`src/rtl/risc_pkg.sv`:
```
// risc_pkg: shared types and decode helpers for the multi-cycle core.
//   opcode_e  - 4-bit opcode encoding (0 and 11..15 are illegal)
//   state_e   - control FSM states
//   alu_op_e  - internal ALU operation select
//   is_legal / writes_rd / alu_decode - opcode decode helpers
package risc_pkg;

  localparam int OP_W = 4;

  typedef enum logic [3:0] {
    OP_ADD   = 4'd1,
    OP_SUB   = 4'd2,
    OP_AND   = 4'd3,
    OP_OR    = 4'd4,
    OP_XOR   = 4'd5,
    OP_NOT   = 4'd6,
    OP_LOAD  = 4'd7,
    OP_STORE = 4'd8,
    OP_SHL   = 4'd9,
    OP_SHR   = 4'd10
  } opcode_e;

  typedef enum logic [1:0] {
    S_IDLE = 2'd0,
    S_EXEC = 2'd1,
    S_MEM  = 2'd2,
    S_WB   = 2'd3
  } state_e;

  typedef enum logic [3:0] {
    ALU_ADD, ALU_SUB, ALU_AND, ALU_OR, ALU_XOR, ALU_NOT,
    ALU_SHL, ALU_SHR, ALU_PASSA, ALU_PASSB, ALU_NONE
  } alu_op_e;

  function automatic logic is_legal(input logic [OP_W-1:0] op);
    return (op >= 4'd1) && (op <= 4'd10);
  endfunction

  // STORE is the only legal opcode that leaves the register file alone.
  function automatic logic writes_rd(input logic [OP_W-1:0] op);
    return is_legal(op) && (op != OP_STORE);
  endfunction

  function automatic alu_op_e alu_decode(input logic [OP_W-1:0] op);
    case (op)
      OP_ADD:   return ALU_ADD;
      OP_SUB:   return ALU_SUB;
      OP_AND:   return ALU_AND;
      OP_OR:    return ALU_OR;
      OP_XOR:   return ALU_XOR;
      OP_NOT:   return ALU_NOT;
      OP_SHL:   return ALU_SHL;
      OP_SHR:   return ALU_SHR;
      OP_LOAD:  return ALU_PASSA;  // address
      OP_STORE: return ALU_PASSB;  // store data
      default:  return ALU_NONE;
    endcase
  endfunction

endpackage

```
`src/rtl/risc_regfile.sv`:
```
// risc_regfile: NREG x DATA_W register file.
//   i_clk/i_rst_n     - clock, async active-low clear of every register
//   i_we/i_waddr/i_wdata - synchronous write port
//   i_raddr1/o_rdata1, i_raddr2/o_rdata2 - asynchronous read ports
module risc_regfile #(
  parameter int DATA_W = 16,
  parameter int NREG   = 8,
  localparam int RA_W  = $clog2(NREG)
) (
  input  logic              i_clk,
  input  logic              i_rst_n,
  input  logic              i_we,
  input  logic [RA_W-1:0]   i_waddr,
  input  logic [DATA_W-1:0] i_wdata,
  input  logic [RA_W-1:0]   i_raddr1,
  output logic [DATA_W-1:0] o_rdata1,
  input  logic [RA_W-1:0]   i_raddr2,
  output logic [DATA_W-1:0] o_rdata2
);

  logic [NREG-1:0][DATA_W-1:0] r_regs;

  always_ff @(posedge i_clk or negedge i_rst_n) begin
    if (!i_rst_n)  r_regs <= '0;
    else if (i_we) r_regs[i_waddr] <= i_wdata;
  end

  assign o_rdata1 = r_regs[i_raddr1];
  assign o_rdata2 = r_regs[i_raddr2];

endmodule

```
`src/rtl/risc_core_mc.sv`:
```
// risc_core_mc: multi-cycle ALU / load-store core, one instruction in flight.
//   clk, rst_n               - clock, async active-low reset
//   instr/instr_valid/instr_ready - instruction handshake (sampled on acceptance)
//   done/result/zero/illegal - retire pulse and retiring-instruction status
//   mem_req/mem_we/mem_addr/mem_wdata/mem_ack/mem_rdata - data-memory port
module risc_core_mc
  import risc_pkg::*;
#(
  parameter int DATA_W  = 16,
  parameter int NREG    = 8,
  parameter int INSTR_W = 16
) (
  input  logic               clk,
  input  logic               rst_n,
  input  logic [INSTR_W-1:0] instr,
  input  logic               instr_valid,
  output logic               instr_ready,
  output logic               done,
  output logic [DATA_W-1:0]  result,
  output logic               zero,
  output logic               illegal,
  output logic               mem_req,
  output logic               mem_we,
  output logic [DATA_W-1:0]  mem_addr,
  output logic [DATA_W-1:0]  mem_wdata,
  input  logic               mem_ack,
  input  logic [DATA_W-1:0]  mem_rdata
);

  localparam int RA_W  = $clog2(NREG);
  localparam int SH_W  = $clog2(DATA_W);
  localparam int FLD_W = OP_W + 3 * RA_W;

  if (INSTR_W < FLD_W) begin : g_bad_instr_w
    $error("risc_core_mc: INSTR_W too small for opcode + 3 register fields");
  end

  // Only the decoded fields are kept; the low padding bits never matter.
  if (INSTR_W > FLD_W) begin : g_pad
    logic w_unused_pad;
    assign w_unused_pad = ^instr[INSTR_W-FLD_W-1:0];
  end

  state_e              r_state, w_next;
  logic [FLD_W-1:0]    r_instr;
  logic [OP_W-1:0]     w_op;
  logic [RA_W-1:0]     w_rs1, w_rs2, w_rd;
  logic [DATA_W-1:0]   w_a, w_b, w_alu;
  logic                w_is_mem;
  logic [DATA_W-1:0]   r_result, r_mem_addr, r_mem_wdata;
  logic                r_zero, r_mem_we;

  assign w_op     = r_instr[FLD_W-1 -: OP_W];
  assign w_rs1    = r_instr[FLD_W-OP_W-1 -: RA_W];
  assign w_rs2    = r_instr[FLD_W-OP_W-RA_W-1 -: RA_W];
  assign w_rd     = r_instr[RA_W-1:0];
  assign w_is_mem = (w_op == OP_LOAD) || (w_op == OP_STORE);

  // Write data is r_result: every rd-writing opcode has just loaded it on WB entry.
  risc_regfile #(.DATA_W(DATA_W), .NREG(NREG)) u_rf (
    .i_clk    (clk),
    .i_rst_n  (rst_n),
    .i_we     ((r_state == S_WB) && writes_rd(w_op)),
    .i_waddr  (w_rd),
    .i_wdata  (r_result),
    .i_raddr1 (w_rs1),
    .o_rdata1 (w_a),
    .i_raddr2 (w_rs2),
    .o_rdata2 (w_b)
  );

  always_comb begin
    w_alu = '0;
    case (alu_decode(w_op))
      ALU_ADD:   w_alu = w_a + w_b;
      ALU_SUB:   w_alu = w_a - w_b;
      ALU_AND:   w_alu = w_a & w_b;
      ALU_OR:    w_alu = w_a | w_b;
      ALU_XOR:   w_alu = w_a ^ w_b;
      ALU_NOT:   w_alu = ~w_a;
      ALU_SHL:   w_alu = w_a << w_b[SH_W-1:0];
      ALU_SHR:   w_alu = w_a >> w_b[SH_W-1:0];
      ALU_PASSA: w_alu = w_a;
      ALU_PASSB: w_alu = w_b;
      default:   w_alu = '0;
    endcase
  end

  // FSM: state register
  always_ff @(posedge clk or negedge rst_n) begin
    if (!rst_n) r_state <= S_IDLE;
    else        r_state <= w_next;
  end

  // FSM: next state
  always_comb begin
    w_next = r_state;
    case (r_state)
      S_IDLE: if (instr_valid) w_next = S_EXEC;
      S_EXEC: w_next = w_is_mem ? S_MEM : S_WB;
      S_MEM:  if (mem_ack) w_next = S_WB;
      S_WB:   w_next = S_IDLE;
      default: w_next = S_IDLE;
    endcase
  end

  // FSM: outputs. Handshake/strobes decode straight from state so reset
  // drops mem_req without waiting for an edge.
  always_comb begin
    instr_ready = (r_state == S_IDLE);
    mem_req     = (r_state == S_MEM);
    done        = (r_state == S_WB);
    illegal     = (r_state == S_WB) && !is_legal(w_op);
  end

  // Datapath registers. result/zero load on the edge entering WB so they are
  // valid in the same cycle as done.
  always_ff @(posedge clk or negedge rst_n) begin
    if (!rst_n) begin
      r_instr     <= '0;
      r_result    <= '0;
      r_zero      <= 1'b1;
      r_mem_addr  <= '0;
      r_mem_wdata <= '0;
      r_mem_we    <= 1'b0;
    end else begin
      case (r_state)
        S_IDLE: if (instr_valid) r_instr <= instr[INSTR_W-1 -: FLD_W];
        S_EXEC: begin
          r_mem_addr  <= w_a;
          r_mem_wdata <= w_b;
          r_mem_we    <= (w_op == OP_STORE);
          if (!w_is_mem && is_legal(w_op)) begin
            r_result <= w_alu;
            r_zero   <= (w_alu == '0);
          end
        end
        S_MEM: if (mem_ack) begin
          r_result <= r_mem_we ? r_mem_wdata : mem_rdata;
          r_zero   <= ((r_mem_we ? r_mem_wdata : mem_rdata) == '0);
        end
        default: ;
      endcase
    end
  end

  assign result    = r_result;
  assign zero      = r_zero;
  assign mem_addr  = r_mem_addr;
  assign mem_wdata = r_mem_wdata;
  assign mem_we    = r_mem_we;

endmodule

```
`config.mk`:
```
export PLATFORM = sky130hd
export DESIGN_NAME = risc_core_mc
export DESIGN_NICKNAME = d
export VERILOG_FILES = /design/src/rtl/risc_pkg.sv /design/src/rtl/risc_regfile.sv /design/src/rtl/risc_core_mc.sv
export SDC_FILE = /design/constraint.sdc
export NUM_CORES = 1
export LEC_CHECK = 0
export ABC_AREA = 1
export BUFFER_PORTS_ARGS = -buffer_cell sky130_fd_sc_hd__buf_4
export CAP_MARGIN = 0
export CORE_ASPECT_RATIO = 0.8
export CORE_UTILIZATION = 37
export DETAILED_ROUTE_END_ITERATION = 6
export PLACE_DENSITY = 0.59
export REMOVE_ABC_BUFFERS = 1
export SLEW_MARGIN = 20
export SYNTH_ARGS = -nofsm -noshare
export SYNTH_HDL_FRONTEND = slang
export SYNTH_SLANG_ARGS = --single-unit
```
`constraint.sdc`:
```
create_clock -name clk -period 6.27 [get_ports clk]
set_input_delay 1.254 -clock clk [delete_from_list [all_inputs] [get_ports clk]]
set_output_delay 1.254 -clock clk [all_outputs]
set_load 0.03 [all_outputs]
```
==> summary.md <==
| Metric | Value |
|---|---|
| Hold depth | 2 |
| Nets | 2327 |
| Worst setup EP type | register |
| FILL cells | 4082 |
| Final wirelength | 53210 um |
| Initial antenna violation count | 0 |
| I/O Pins | 90 |
| Die area | 39450 sq um |
| Final worst setup slack | 1.497 ns |
| Max clock buf depth | 2 |
| Antenna viol nets, final | 0 |
| Worst hold path class | register to register |
| Num CTS Buffers | 17 |
| CTS Hold Bufs | 0 |
| Post-synthesis adder-cell area fraction | 5.213% |
| Post-synth EDFFs | 0 |
| Root Buffer | clkbuf_16 |
| Synth Instances | 2206 |
| Post-route cell area | 15840 sq um |
| Mapped Area | 14300 sq um |
| Crit path max-delay family | simple AND/OR/NAND/NOR gates |
| Synth Register Bits | 193 |
| Number of global-route vias before repair | 13530 |
| RD Place Congestion | 0.9638 |
| Initial DRC count | 1794 |
| Xor/xnor share of the synthesized area | 1.041% |
| Fin Setup TNS | 0 ns |
| R2R cell count | 26 |
| Syn Area/Cell | 6.484 sq um |
| Synth Area in Simple Gates | 35.29% |
| Register area share after synthesis | 33.77% |
| Fmax achieved | 0.2095 GHz |
| Status | finished clean |
| Port bufs | 86 |
| Critical R2R Capture | zero$_DFFE_PN1P_ |
| Final Hold Vio Count | 0 |
| Reg clk slew, reported paths | 0.08 ns |
| Final Slew Violations | 0 |
| Post-synth cell types | 47 |
| Final min period | 4.773 ns |
| Commonest non-fill, non-tap cells in the layout | nand2_1 (816), o21ai_0 (230), inv_1 (216) |
| Largest family of logic cells by synthesized area | simple AND/OR/NAND/NOR gates |
| Buf+Inv Stages, Crit Path | 2 |
| Worst EP required | 6.68 ns |
| Commonest non-fill, non-tap cell in the layout | nand2_1 |
| Pre-CTS setup slack | 1.718 ns |
| CTS sink cnt | 193 |
| Total grt overflow | 0 |
| First-pass GRT wire length | 81490 um |
| CP max-delay cell | dfrtp_2 |
| Placement Cell Area | 15220 sq um |
| RSZ-0062 raised after global routing | no |
| Largest net degree at the start of global routing | 109 |
| Die height | 177.9 um |
| Area growth, synth to finish | 10.72% |
| Die Wd | 221.8 um |
| Initial Utilization | 37.45% |
| Crit path arrival time | 5.18 ns |
| Worst Hold Launch | u_rf.r_regs[115]$_DFFE_PN0P_ |
| Vias per cell | 5.387 |
| Max incr delay on CP | 0.43 ns |
| Slew at the pin with the worst max-slew slack | 1.256 ns |
| CP startpoint kind | register |
| Post-synthesis compound-gate area fraction | 14.02% |
| Tcrit/Tclk final | 76.12% |
| # DRC | 0 |
| Setup CP Type | register to register |
| Mux contribution to synthesized area | 0.4899% |
| Clock skew | 0.01380 ns |
| FF-to-FF setup slack | 1.50 ns |
| Top_reg_cell synth | dfrtp_1 |
| Vias | 14760 |
| Rows | 64 |
| Slew HR | 15.95% |
| Max-cap violations | 0 |
| Gr usage total | 27.40% |
| WHS Endpoint | u_rf.r_regs[115]$_DFFE_PN0P_ |
| Async S/R FF share, synth | 100.0% |
| H-tree Lvls | 4 |
| WL/cell | 19.42 um |
| CP max FO | 28 |
| Hpwl dp | 37180 um |
| CTS tree | yes |
| Share of layout cells above drive strength 1 | 9.220% |
| # Post-CTS Setup Buffers | 0 |
| Detailed Routing Iterations Pass 1 | 7 |
| Clk_lat worst skew | 0.47 ns |
| # setup viols final | 0 |
| Reg2reg start | r_instr[3]$_DFFE_PN0P_ |
| Antenna cell count | 0 |
| Yosys warns | 0 |
| Most common cell on crit path | nand2_1 |
| Post-cts resize count | 0 |
| Core ar. | 38200 sq um |
[sequential cells by signal (all words and copies together), names as in the netlist]
name         cells
u_rf.r_regs    128
zero             1
mem_addr        16
r_instr         13
r_state          2
mem_wdata       16
mem_we           1
result          16
[cells in the mapped netlist (3+ instances only)]
master	instances	area share, %
nand2_1	816	21
o21ai_0	230	8.0
inv_1	216	5.7
nand3_1	212	7.4
dfrtp_1	192	34
nor2_1	141	3.7
a21oi_1	64	2.2
ha_1	58	5.1
buf_2	46	1.6
clkbuf_1	43	1.1
o211ai_1	26	1.4
nand2_2	14	0.61
nand4_1	14	0.61
xor2_1	14	0.86
o21ai_1	13	0.45
inv_2	11	0.29
buf_6	9	0.71
buf_4	7	0.37
mux2i_1	7	0.49
nand3b_1	7	0.37
o22ai_1	7	0.31
nor3_1	6	0.21
o21ai_2	6	0.37
a31oi_1	5	0.22
a21oi_2	4	0.24
nor2_2	4	0.17
or2_2	4	0.17
nand3_2	3	0.21
xnor2_1	3	0.18
[per-stage QoR]
| stage | cells | utilization (%) | hold slack [ns] |
|---|---|---|---|
| floorplan | 2097 | - | 0.4530 |
| global placement | 2708 | 39.84 | 0.4672 |
| detailed placement | 2708 | 39.84 | 0.4733 |
| CTS | 2740 | 41.46 | 0.4915 |
| global route | 2740 | 41.46 | 0.5093 |
| finish | 2740 | 41.46 | 0.4853 |
[how the worst max path moves through the flow]
stage / from / endpoint / cells past startpoint
2_1_floorplan: r_instr[3]$_DFFE_PN0P_ / zero$_DFFE_PN1P_ / 25
3_3_place_gp: r_instr[3]$_DFFE_PN0P_ / zero$_DFFE_PN1P_ / 26
3_5_place_dp: r_instr[3]$_DFFE_PN0P_ / zero$_DFFE_PN1P_ / 26
4_1_cts: r_instr[3]$_DFFE_PN0P_ / zero$_DFFE_PN1P_ / 26
5_1_grt: r_instr[9]$_DFFE_PN0P_ / result[4]$_DFFE_PN0P_ / 22
6_report: r_instr[3]$_DFFE_PN0P_ / zero$_DFFE_PN1P_ / 26
[kinds of logic (layout without fill, tap and decap cells)]
family	count (synthesis)	in the layout
compound gates	366	366
simple gates	1227	1227
buf+inv	337	376
mux	7	7
flops	193	193
fa+ha+maj	59	59
xor+xnor	17	17
[cell type report]
| class | instances | area (sq um) | area share [%] |
|---|---|---|---|
| multi-input cells | 1676 | 8018 | 50.62 |
| flip-flops and latches | 193 | 4835 | 30.53 |
| inverters | 228 | 855.8 | 5.404 |
| well taps | 495 | 619.3 | 3.911 |
| clock buffers | 17 | 425.4 | 2.686 |
| clock inverters | 15 | 195.2 | 1.232 |
| repair buffers | 116 | 889.6 | 5.617 |
[routing by layer]
layer	up-vias	share of wire, %	track usage, %
li1	7112	-	-
met1	6907	48	40.11
met2	683	41	40.51
met3	58	9.2	5.464
met4	0	2.1	7.726
met5	-	0	0
[worst reg2reg max path, cell delays in order (launching register included)]
cell and delay, ns:
dfrtp_2 0.43, inv_2 0.42, nand2_1 0.12, nand3_1 0.10, nand3_1 0.10, nand2_1 0.32
ha_1 0.23, nand2_1 0.07, nor2_1 0.19, nand3_1 0.12, nor2_1 0.29, nand2_1 0.08
nand2_1 0.08, xor2_1 0.21, ha_1 0.33, a21o_1 0.20, a31oi_1 0.24, nand3_1 0.12
nand3_1 0.17, nand2_1 0.08, inv_1 0.05, nand2_1 0.12, nor2_1 0.18, nand2_1 0.13
nor2_1 0.13, nand2_1 0.08, a21oi_2 0.11
Power is not shown: default switching activity piles up to over one toggle a cycle in this logic, so the estimate is an artifact.
